**config.mk**
```make
export PLATFORM = sky130hd
export DESIGN_NAME = ps2_mouse_packet_decoder
export DESIGN_NICKNAME = d
export VERILOG_FILES = /design/src/rtl/ps2_mouse_packet_decoder.sv
export SDC_FILE = /design/constraint.sdc
export NUM_CORES = 1
export LEC_CHECK = 0
export CAP_MARGIN = 20
export CORE_UTILIZATION = 46
export CTS_CLUSTER_SIZE = 40
export DETAILED_ROUTE_END_ITERATION = 10
export DONT_BUFFER_PORTS = 1
export SLEW_MARGIN = 0
export SYNTH_ARGS = -nofsm -noshare
export SYNTH_HDL_FRONTEND = slang
export SYNTH_SLANG_ARGS = --single-unit
```
**constraint.sdc**
```tcl
create_clock -name clk -period 3.05 [get_ports clk]
set_clock_uncertainty 0.1 [all_clocks]
set_input_delay 0.7625 -clock clk [delete_from_list [all_inputs] [get_ports clk]]
set_output_delay 0.7625 -clock clk [all_outputs]
set_load 0.02 [all_outputs]
```
**src/rtl/ps2_mouse_packet_decoder.sv**
```systemverilog
// PS/2 mouse packet decoder: frames 3-byte streaming-mode packets, decodes
// buttons, deltas and overflow flags, and tracks a saturating cursor position.
module ps2_mouse_packet_decoder #(
    parameter int X_MAX       = 639,
    parameter int Y_MAX       = 479,
    parameter int POS_W       = 10,
    parameter int TIMEOUT_CYC = 100000
) (
    input  logic             clk,
    input  logic             rst_n,
    input  logic             byte_valid,
    input  logic [7:0]       byte_in,
    input  logic             clear,
    output logic             packet_valid,
    output logic             btn_left,
    output logic             btn_right,
    output logic             btn_middle,
    output logic [8:0]       dx,
    output logic [8:0]       dy,
    output logic             x_ovf,
    output logic             y_ovf,
    output logic [POS_W-1:0] x_pos,
    output logic [POS_W-1:0] y_pos,
    output logic             sync_err
);

    localparam int CNT_W = $clog2(TIMEOUT_CYC + 1);
    localparam logic [CNT_W-1:0] TO_VAL = CNT_W'(TIMEOUT_CYC);
    localparam logic [POS_W-1:0] X_CTR  = POS_W'(X_MAX / 2);
    localparam logic [POS_W-1:0] Y_CTR  = POS_W'(Y_MAX / 2);
    localparam logic signed [POS_W+1:0] X_LIM = (POS_W + 2)'(X_MAX);
    localparam logic signed [POS_W+1:0] Y_LIM = (POS_W + 2)'(Y_MAX);

    typedef enum logic [1:0] {
        WAIT_B1 = 2'd0,
        WAIT_B2 = 2'd1,
        WAIT_B3 = 2'd2
    } state_t;

    state_t           state_q, state_d;
    logic [CNT_W-1:0] cnt_q;
    logic [7:0]       b1_q, b2_q;

    logic take_b1, take_b2, finish, drop, timeout;

    logic [8:0]               dx_new, dy_new;
    logic signed [POS_W+1:0]  x_sum, y_sum;
    logic [POS_W-1:0]         x_clamp, y_clamp;

    // State register.
    always_ff @(posedge clk or negedge rst_n) begin
        if (!rst_n) state_q <= WAIT_B1;
        else        state_q <= state_d;
    end

    // Framing: next state and byte-consume decisions. A timeout returns to
    // byte1 hunting in the same cycle, so a coincident byte is a byte1 candidate.
    always_comb begin
        state_d = state_q;
        take_b1 = 1'b0;
        take_b2 = 1'b0;
        finish  = 1'b0;
        drop    = 1'b0;
        timeout = (state_q != WAIT_B1) && (cnt_q == TO_VAL);
        if (state_q == WAIT_B1 || timeout) begin
            state_d = WAIT_B1;
            if (byte_valid) begin
                if (byte_in[3]) begin
                    take_b1 = 1'b1;
                    state_d = WAIT_B2;
                end else begin
                    drop = 1'b1;
                end
            end
        end else if (byte_valid) begin
            if (state_q == WAIT_B2) begin
                take_b2 = 1'b1;
                state_d = WAIT_B3;
            end else begin
                finish  = 1'b1;
                state_d = WAIT_B1;
            end
        end
    end

    // Inter-byte idle counter, active only while a packet is in progress.
    always_ff @(posedge clk or negedge rst_n) begin
        if (!rst_n)                                     cnt_q <= '0;
        else if (take_b1 || take_b2 || finish || timeout) cnt_q <= '0;
        else if (state_q != WAIT_B1)                    cnt_q <= cnt_q + 1'b1;
        else                                            cnt_q <= '0;
    end

    // Partial packet byte storage.
    always_ff @(posedge clk or negedge rst_n) begin
        if (!rst_n) begin
            b1_q <= '0;
            b2_q <= '0;
        end else begin
            if (take_b1) b1_q <= byte_in;
            if (take_b2) b2_q <= byte_in;
        end
    end

    // Decoded deltas and saturated position candidates for the completing packet.
    always_comb begin
        dx_new = {b1_q[4], b2_q};
        dy_new = {b1_q[5], byte_in};
        x_sum  = $signed({2'b00, x_pos}) + $signed({{(POS_W-7){dx_new[8]}}, dx_new});
        y_sum  = $signed({2'b00, y_pos}) - $signed({{(POS_W-7){dy_new[8]}}, dy_new});
        if (x_sum < 0)          x_clamp = '0;
        else if (x_sum > X_LIM) x_clamp = X_CTR + X_CTR + POS_W'(X_MAX % 2);
        else                    x_clamp = x_sum[POS_W-1:0];
        if (y_sum < 0)          y_clamp = '0;
        else if (y_sum > Y_LIM) y_clamp = Y_CTR + Y_CTR + POS_W'(Y_MAX % 2);
        else                    y_clamp = y_sum[POS_W-1:0];
    end

    // Output registers: strobes, decoded fields and cursor position.
    always_ff @(posedge clk or negedge rst_n) begin
        if (!rst_n) begin
            packet_valid <= 1'b0;
            sync_err     <= 1'b0;
            btn_left     <= 1'b0;
            btn_right    <= 1'b0;
            btn_middle   <= 1'b0;
            dx           <= '0;
            dy           <= '0;
            x_ovf        <= 1'b0;
            y_ovf        <= 1'b0;
            x_pos        <= X_CTR;
            y_pos        <= Y_CTR;
        end else begin
            packet_valid <= finish;
            sync_err     <= drop | timeout;
            if (finish) begin
                btn_left   <= b1_q[0];
                btn_right  <= b1_q[1];
                btn_middle <= b1_q[2];
                dx         <= dx_new;
                dy         <= dy_new;
                x_ovf      <= b1_q[6];
                y_ovf      <= b1_q[7];
            end
            if (clear) begin
                x_pos <= X_CTR;
                y_pos <= Y_CTR;
            end else if (finish) begin
                if (!b1_q[6]) x_pos <= x_clamp;
                if (!b1_q[7]) y_pos <= y_clamp;
            end
        end
    end

endmodule
```
Word level (Yosys, flattened, before mapping)
Index checks and enable logic that the tools add are counted.

storage, ports and cells
  logic and storage cells = 67
  bits of input ports = 12
  register bits = 80

cells by class
  multiplexer cells = 29
  reductions and logical operators = 11
  order comparisons = 4
  equality and inequality tests = 4
  add/subtract/negate cells = 3
  bitwise gates (word level) = 1

operators with widths
  operator                                                      number
  2-to-1 mux 10 bit                                             10
  2-to-1 mux 17 bit                                             2
  less-than comparator 12 x 1 -> 1 bit (second input constant)  2
  adder 17 x 1 -> 17 bit (second input constant)                1
  == test 17 bit (second input constant)                        1
  2-to-1 mux 1 bit                                              14
  adder 11 x 9 -> 12 bit                                        1
  > comparator 12 x 10 -> 1 bit (second input constant)         1
  > comparator 12 x 11 -> 1 bit (second input constant)         1
  subtractor 11 x 9 -> 12 bit                                   1
  2-to-1 mux 2 bit                                              3
  nonzero test 2 bit                                            3
  logical OR 1 bit                                              4
  != test 2 bit (second input constant)                         2
  AND reduction 2 bit                                           2
  == test 2 x 1 -> 1 bit (second input constant)                1
  zero test 2 bit                                               1
  logical AND 1 bit                                             1
  OR 1 bit                                                      1

Depth between registers and ports, before layout
Gate-level depths: netlist (run 1).

  depth in word-level cells = 8
  gate-level depth with buffers = 11
  gate-level depth less buffers = 11

Worst setup path before layout (run 1)
No wires, ideal clock.

  path type = in2reg
  start point = input byte_in[0]
  end point = register y_pos[4]
  path slack = 91 ps
  stages on the path = 9
  buffers on the path = 0
  data arrival time = 2739 ps
  path through = ha_1 > inv_1 > fa_1 > a211oi_1 > o21ai_0 > a211oi_1 > xor2_1 > nand4_1 > o211a_1

on the way
  longest elaborated chain between the ends = 7
  elaborated cells between the ends (all ways) = 8

ends and longest elaborated chain
  element                          line  text
  from (decl)                      12    input logic [7:0] byte_in,
  subtractor 11 x 9 -> 12 bit (*)  110   y_sum = $signed({2'b00, y_pos}) - $signed({{(POS_W-7){dy_new[8]}}, dy_new});
  > comparator 12 x 10 -> 1 bit    115   else if (y_sum > Y_LIM) y_clamp = Y_CTR + Y_CTR + POS_W'(Y_MAX % 2);
  2-to-1 mux 10 bit                115
  2-to-1 mux 10 bit (*)            114   if (y_sum < 0) y_clamp = '0;
  2-to-1 mux 10 bit (*)            150   if (!b1_q[7]) y_pos <= y_clamp;
  2-to-1 mux 10 bit (*)            148   end else if (finish) begin
  2-to-1 mux 10 bit (*)            145   if (clear) begin
  to (signal assigned)             150
  to (decl)                        23    output logic [POS_W-1:0] y_pos,

Every way passes the cells marked *; elsewhere a longest branch is shown, timed or not. The select of a mux whose other input is x is not followed.
A chain may end at the register's enable or synchronous reset.

Worst setup path in the final report (run 1)
  start point = register x_pos[2]
  end point = register x_pos[5]

on the way
  longest elaborated chain between the ends = 7
  elaborated cells between the ends (all ways) = 8

ends and longest elaborated chain
  element                        line  text
  from (decl)                    22    output logic [POS_W-1:0] x_pos,
  from (signal assigned)         149   if (!b1_q[6]) x_pos <= x_clamp;
  adder 11 x 9 -> 12 bit (*)     109   x_sum = $signed({2'b00, x_pos}) + $signed({{(POS_W-7){dx_new[8]}}, dx_new});
  > comparator 12 x 11 -> 1 bit  112   else if (x_sum > X_LIM) x_clamp = X_CTR + X_CTR + POS_W'(X_MAX % 2);
  2-to-1 mux 10 bit              112
  2-to-1 mux 10 bit (*)          111   if (x_sum < 0) x_clamp = '0;
  2-to-1 mux 10 bit (*)          149
  2-to-1 mux 10 bit (*)          148
  2-to-1 mux 10 bit (*)          145

Marks and branches as above.

==> summary.txt, run 1 <==
Status
  • Run status: finished clean

Clocking
  • CTS Buf Count: 9
  • CTS Buffer Depth: 2
  • Clock Latency Late Sink: 0.36 ns
  • Clock sinks: 79
  • CTS Root Cell: clkbuf_8
  • Clock edge transition at the registers on the reported setup and hold paths: 0.10 ns
  • H-tree levels: 3
  • CTS tree: done

Setup path
  • Cell family with most CP delay: compound AO/OA/AOI/OAI gates
  • CP Data Required Time: 3.24 ns
  • Worst path bufs/invs: 0
  • Setup crit end kind: flip-flop
  • Nature of the critical path startpoint: flip-flop
  • Critical path's slowest cell: dfstp_2
  • Worst stage delay on the critical path: 0.61 ns
  • Crit path DAT: 3.10 ns
  • CP cell instances: ha_1, o211a_2, a211oi_4, nor3_1, nor4b_2, a22o_4, a21oi_2, a2111o_1
  • Worst-path fanout max: 6
  • CP Class: flip-flop to flip-flop

Timing
  • Tcrit/Tclk final: 0.954
  • Slew HR: 0.591
  • Worst-Margin Slew: 0.610 ns
  • Setup ws final: 0.141 ns
  • Final Hold Vio Count: 0
  • Setup-failing EPs final: 0
  • Max Slew Vio Count: 0
  • FMAX: 344 MHz
  • Fin crit period: 2.91 ns
  • Setup TNS Final: 0 ns

Route
  • DRC Markers: 0
  • Routed Antenna Nets: 0
  • Vias/cell: 5.67
  • Total Routed Length: 10600 microns
  • Initial drt markers: 145
  • Total iterations of the first detailed-routing run: 5
  • Wire per inst: 17.6 microns
  • Vias: 3400

Power
  • Sw Pwr: 1530 uW
  • Internal power contribution: 2280 uW
  • Comb pwr share: 0.339
  • Clock power frac: 0.213
  • Total power: 3810 uW
  • VDD IR-drop max: 0.000362 V
  • Flop pwr share: 0.448
  • Leak: 0.00221 uW
  • Switching part of the total: 0.402
  • Pwr per Cell Area: 764 nW/um^2

Final layout
  • # fillers: 824
  • Sequential cell area: 1990 sq um
  • Most common cell after layout, fill and taps aside: dfrtp_1
  • Share of cells above drive strength 1: 0.195
  • Commonest non-fill, non-tap cells in the layout: dfrtp_1 (65), nand2_1 (60), nor2_1 (30)
  • Final nets: 504
  • Diodes inserted: 0
  • Multi-input gate area: 2350 sq um
  • Syn-to-layout area delta: 11.3%

Placed design
  • Final GP Congestion: 0.903
  • I/O Buffers: 0
  • HPWL after DPL: 7480 microns
  • Pre-CTS setup slack: -0.0896 ns

Synth
  • Flops & latches, synth: 79
  • Largest family of logic cells by synthesized area: simple AND/OR/NAND/NOR gates
  • Syn Nets: 486
  • Post-Synth Simple-Gate Area: 0.171
  • Unique masters post-synth: 67
  • Synth warn: 0
  • Mux contribution to synthesized area: 0.0494
  • Synthesized area: 4490 sq um
  • Post-synth EDFFs: 0
  • Sequential area share after synthesis: 0.445
  • Async S/R FF share, synth: 1.00
  • Compound-gate portion of the synthesized area: 0.166
  • Adder-cell share of the synthesized area: 0.0759
  • Post-synthesis cell count: 448
  • Syn Area/Cell: 10.0 sq um
  • Xor and xnor area share after synthesis: 0.0566
  • Synth Flop Type: dfrtp_1

Die
  • Die width: 101 microns
  • Die area: 10200 sq um
  • Core Box Area: 9330 sq um
  • Rows: 35
  • Die Y: 101 microns
  • IO Count: 57
  • Starting density of the core: 0.481

Run
  • Max-cap violations: 0

Global routing
  • Largest net degree at the start of global routing: 66
  • GRT Util Overall: 0.217
  • Vias in the first global route: 3163
  • Aggregate global routing overflow: 0
  • First-pass GRT wire length: 16500 microns
  • Antenna violations before repair: 0

Min path
  • Worst min path class: primary input to asynchronous set/reset pin
per-layer routing:
layer / wire, microns / track usage
met1: 4790 / 0.289
met2: 5060 / 0.346
met3: 534 / 0.0472
met4: 174 / 0.0803
met5: 0 / 0
path summary, 6_finish.rpt:
check	startpoint	endpoint	slack, ns	cells past startpoint
min in group clk	clear	x_pos[6]	0.36	1
worst max-delay path	x_pos[2]	x_pos[5]	0.14	8
worst max register to register	x_pos[2]	x_pos[5]	0.14	8
worst min-delay path	rst_n	x_pos[0]	0.14	0
worst min register to register	b1_q[2]	btn_middle	0.37	2
max in group asynchronous	rst_n	b1_q[1]	2.41	1
cells in the mapped netlist, types with 3 or more instances:
cell type,count,share of area
o21a_1,4,0.0067
a21o_1,9,0.015
nor2_1,30,0.025
nand3_1,14,0.016
or4_1,3,0.0050
and3_1,6,0.0084
dfstp_2,14,0.082
nand2b_1,6,0.0084
o211ai_1,4,0.0067
o21ai_1,4,0.0045
xor2_1,16,0.031
nand4_1,6,0.0084
clkbuf_1,11,0.0092
mux2_2,17,0.043
ha_1,24,0.067
nand2_1,60,0.050
nor3_1,5,0.0056
nor3b_1,3,0.0050
nor4b_1,3,0.0059
or3_1,5,0.0070
a21oi_1,15,0.017
o221a_1,6,0.015
xnor2_1,13,0.025
a211oi_1,3,0.0050
a2111o_1,3,0.0075
inv_1,26,0.022
dfrtp_1,65,0.36
mux2i_1,3,0.0067
o21ai_0,21,0.023
or2_2,3,0.0042
o21bai_1,4,0.0067
layout make-up:
type,instances,area share
multi-input combinational,328,0.471
tap,129,0.0323
clock buffer,9,0.0248
inverter,26,0.0195
clock inverter,7,0.0160
timing repair buffer,22,0.0371
sequential,79,0.399
cell families after synthesis:
kind of cell	count (synthesis)
DFF	79
buffers and inverters	41
and+or+nand+nor	155
AOI/OAI and AO/OA	98
adders and majority gates	26
xor gates and xnor gates	29
muxes	20
power by group through the flow:
| stage | Sequential (uW) | Clock [uW] | Combinational [uW] |
|---|---|---|---|
| after floorplan | 1650 | 0 | 964 |
| after global placement | 1730 | 0 | 1200 |
| after detailed placement | 1730 | 0 | 1230 |
| after CTS | 1720 | 831 | 1260 |
| after global routing | 1740 | 884 | 1420 |
| final | 1710 | 814 | 1290 |
through the flow:
stage	cells	util	hold slack [ns]	area (sq um)
floorplan	448	-	0.335	4490
global placement	582	0.507	0.347	4730
detailed placement	582	0.507	0.359	4730
CTS	599	0.532	0.124	4960
global route	600	0.535	0.115	4990
finish	600	0.535	0.140	4990
what timing repair did:
item                                    CTS  global route
hold buffers                              1             0
hold endpoints to repair                 65             0
buffers inserted                          0             1
gates resized for setup                   0             5
endpoints found under the setup margin    0            15
registers in the layout, indices dropped and copies added (netlist names), 2 cells and up:
name and flops:
cnt_q 17, x_pos 10, y_pos 10, b1_q 7, b2_q 8, dy 9, state_q 2, dx 9
(Power assumes the default switching activity.)
==> inputs of run 2 (changes only) <==
HOLD_SLACK_MARGIN = 0.1   (was not set)
SLEW_MARGIN = 10   (was 0)
==> results of run 2 <==
Final layout, timing and power as in run 1 (identical DEF).
==> inputs of run 3 (changes only) <==
CORE_ASPECT_RATIO = 0.6   (was not set)
CTS_BUF_LIST = sky130_fd_sc_hd__clkbuf_4 sky130_fd_sc_hd__clkbuf_8 sky130_fd_sc_hd__clkbuf_16   (was not set)
==> run 3 against run 2 <==
Effect of this change:
- via count shrank 1.0%
- first-iteration DRC count grew 92%
- sequential cell count is the same
- worst hold slack gained 0.020 ns
- final cell count shrank 0.33%
- total power grew 8.3%
- routed wire length grew 1.7%
- register-to-register slack is essentially flat
- global-route usage grew 1.3 points
- critical path depth grew 3
==> summary.txt, run 3 (same netlist as run 1, synthesis figures left out) <==
Clocking
  • Clock sinks: 79 (unchanged)
  • Clock edge transition at the registers on the reported setup and hold paths: 0.06 ns (-0.04 ns)
  • CTS tree: done
  • CTS Root Cell: clkbuf_16
  • H-tree levels: 3 (unchanged)
  • Post-CTS Setup Inserts: 0 (unchanged)
  • CTS Buffer Depth: 2 (unchanged)
  • Clock Latency Late Sink: 0.34 ns (-0.02 ns)
  • CTS Buf Count: 9 (unchanged)

Global routing
  • GRT Util Overall: 0.230 (+0.0129)
  • Vias in the first global route: 3255 (+2.9%)
  • Largest net degree at the start of global routing: 66 (unchanged)
  • Antenna violations before repair: 0 (unchanged)
  • First-pass GRT wire length: 17400 microns (+4.9%)
  • Aggregate global routing overflow: 0 (unchanged)

Timing
  • Fin crit period: 2.92 ns (+0.00743 ns)
  • Setup-failing EPs final: 0 (unchanged)
  • Unrepaired setup endpoints after global routing: false
  • Tcrit/Tclk final: 0.956 (+0.00244)
  • Setup ws final: 0.133 ns (-0.00743 ns)
  • Slew HR: 0.526 (-0.0647)
  • Worst-Margin Slew: 0.707 ns (+0.0973 ns)
  • Final Hold Vio Count: 0 (unchanged)
  • Setup TNS Final: 0 ns (unchanged)
  • FMAX: 343 MHz (-0.25%)
  • Max Slew Vio Count: 0 (unchanged)

Final layout
  • # fillers: 846 (+2.7%)
  • Non-Filler Instances: 598 (-0.33%)
  • Max reg flops: 17 (unchanged)
  • Share of cells above drive strength 1: 0.184 (-0.0116)
  • Commonest non-fill, non-tap cells in the layout: dfrtp_1 (65), nand2_1 (60), nor2_1 (30)
  • Most common cell after layout, fill and taps aside: dfrtp_1
  • Diodes inserted: 0 (unchanged)
  • Syn-to-layout area delta: 13.3%
  • Biggest regs: cnt_q: 17 flops, x_pos: 10 flops, y_pos: 10 flops
  • Final nets: 501 (-0.60%)
  • Design Area, Final: 5080 sq um (+1.8%)
  • Biggest register: cnt_q

Die
  • Rows: 27 (-23%)
  • Die width: 130 microns (+29%)
  • Core Box Area: 9320 sq um (about the same)
  • Die area: 10200 sq um (+0.13%)
  • Die Y: 78.5 microns (-22%)
  • Starting density of the core: 0.481 (about the same)
  • IO Count: 57 (unchanged)

Placed design
  • Pre-CTS setup slack: -0.00815 ns (+0.0815 ns)
  • I/O Buffers: 0 (unchanged)
  • HPWL after DPL: 7700 microns (+3.0%)
  • Post-placement cell count: 581 (-0.17%)
  • Placed cell areas: 4720 sq um (-0.29%)
  • Final GP Congestion: 0.929 (+2.9%)

Setup path
  • CP Data Required Time: 3.22 ns (-0.02 ns)
  • Worst-path fanout max: 4 (-2)
  • Critical path's slowest cell: dfstp_2
  • CP cell instances: ha_1, inv_1, fa_1, nor2b_1, o31a_1, o21bai_1, a2111oi_2, a31oi_4, buf_4, a21o_1, a21oi_1
  • Worst reg2reg startpoint: x_pos[0]
  • R2R Setup Slk: 0.13 ns (about the same)
  • Setup crit end kind: flip-flop
  • Crit path DAT: 3.09 ns (about the same)
  • Nature of the critical path startpoint: flip-flop
  • Cell family with most CP delay: compound AO/OA/AOI/OAI gates
  • FF-to-FF path depth: 11 (+3)
  • Reg2reg end: x_pos[9]
  • Worst path bufs/invs: 2 (+2)
  • CP Class: flip-flop to flip-flop
  • Worst stage delay on the critical path: 0.53 ns (-0.08 ns)

Route
  • DRC Markers: 0 (unchanged)
  • Vias: 3365 (-1.0%)
  • Wire per inst: 18.0 microns (+2.0%)
  • Routed Antenna Nets: 0 (unchanged)
  • Total iterations of the first detailed-routing run: 4 (-1)
  • Initial drt markers: 278 (+92%)
  • Vias/cell: 5.63 (-0.70%)
  • Total Routed Length: 10700 microns (+1.7%)

Power
  • Total power: 4130 uW (+8.3%)
  • Pwr per Cell Area: 812 nW/um^2 (+6.3%)
  • VDD IR-drop max: 0.000361 V (-0.37%)
  • Leak: 0.00224 uW (+1.1%)

Min path
  • Worst min path class: primary input to asynchronous set/reset pin

Status
  • Run status: finished clean

Run
  • Max-cap violations: 0 (unchanged)
## run 3: cell count changes in the layout (fill, tap and decap cells not counted), moves of 2 or more
cell,change
a211oi_2,-2
clkbuf_16,+9
clkbuf_8,-9
clkinv_4,-2
clkinvlp_4,+2
inv_6,+2
buf_4,-3
a211oi_1,+2
## run 3: how the worst max path moves through the flow
stage | from | endpoint | slack, ns | depth (start not counted)
CTS | x_pos[2] | x_pos[4] | 0.09 | 9
global placement | byte_in[4] | y_pos[0] | 0.02 | 9
global route | x_pos[0] | x_pos[9] | 0.002 | 11
floorplan | byte_in[0] | y_pos[4] | 0.09 | 9
finish | x_pos[0] | x_pos[9] | 0.13 | 11
detailed placement | byte_in[0] | y_pos[0] | -0.008 | 9
## run 3: through the flow
| step | utilization | hold WS, ns |
|---|---|---|
| after global placement | 0.506 | 0.350 |
| final | 0.545 | 0.159 |
| after floorplan | - | 0.335 |
| after global routing | 0.545 | 0.140 |
| after CTS | 0.542 | 0.149 |
| after detailed placement | 0.506 | 0.358 |
## run 3: power by group
part / internal (uW) / switching (uW)
clock: 642 / 454
combinational: 587 / 717
sequential: 1300 / 431
## run 3: repair_timing
action,CTS,global route
setup endpoints to repair,1,6
pin swaps,0,1
endpoints found under the hold margin,65,0
hold buffers,1,0
gates resized for setup,1,4
## run 3: final cells by class
type | instances | area, sq um | share of cell area
clock buffers | 9 | 225 | 0.0443
inverters | 26 | 97.6 | 0.0192
clock inverters | 7 | 78.8 | 0.0155
repair buffers | 19 | 163 | 0.0320
well taps | 130 | 163 | 0.0320
flip-flops and latches | 79 | 1990 | 0.392
multi-input cells | 328 | 2360 | 0.465
## run 3: per-layer routing
| metal | wire length, microns | part of all wire | vias to the layer above | GRT usage |
|---|---|---|---|---|
| met4 | 120 | 0.011 | 0 | 0.0628 |
| li1 | - | - | 1616 | - |
| met1 | 5520 | 0.51 | 1641 | 0.349 |
| met5 | 0 | 0 | - | 0 |
| met3 | 1020 | 0.095 | 11 | 0.0941 |
| met2 | 4070 | 0.38 | 97 | 0.289 |
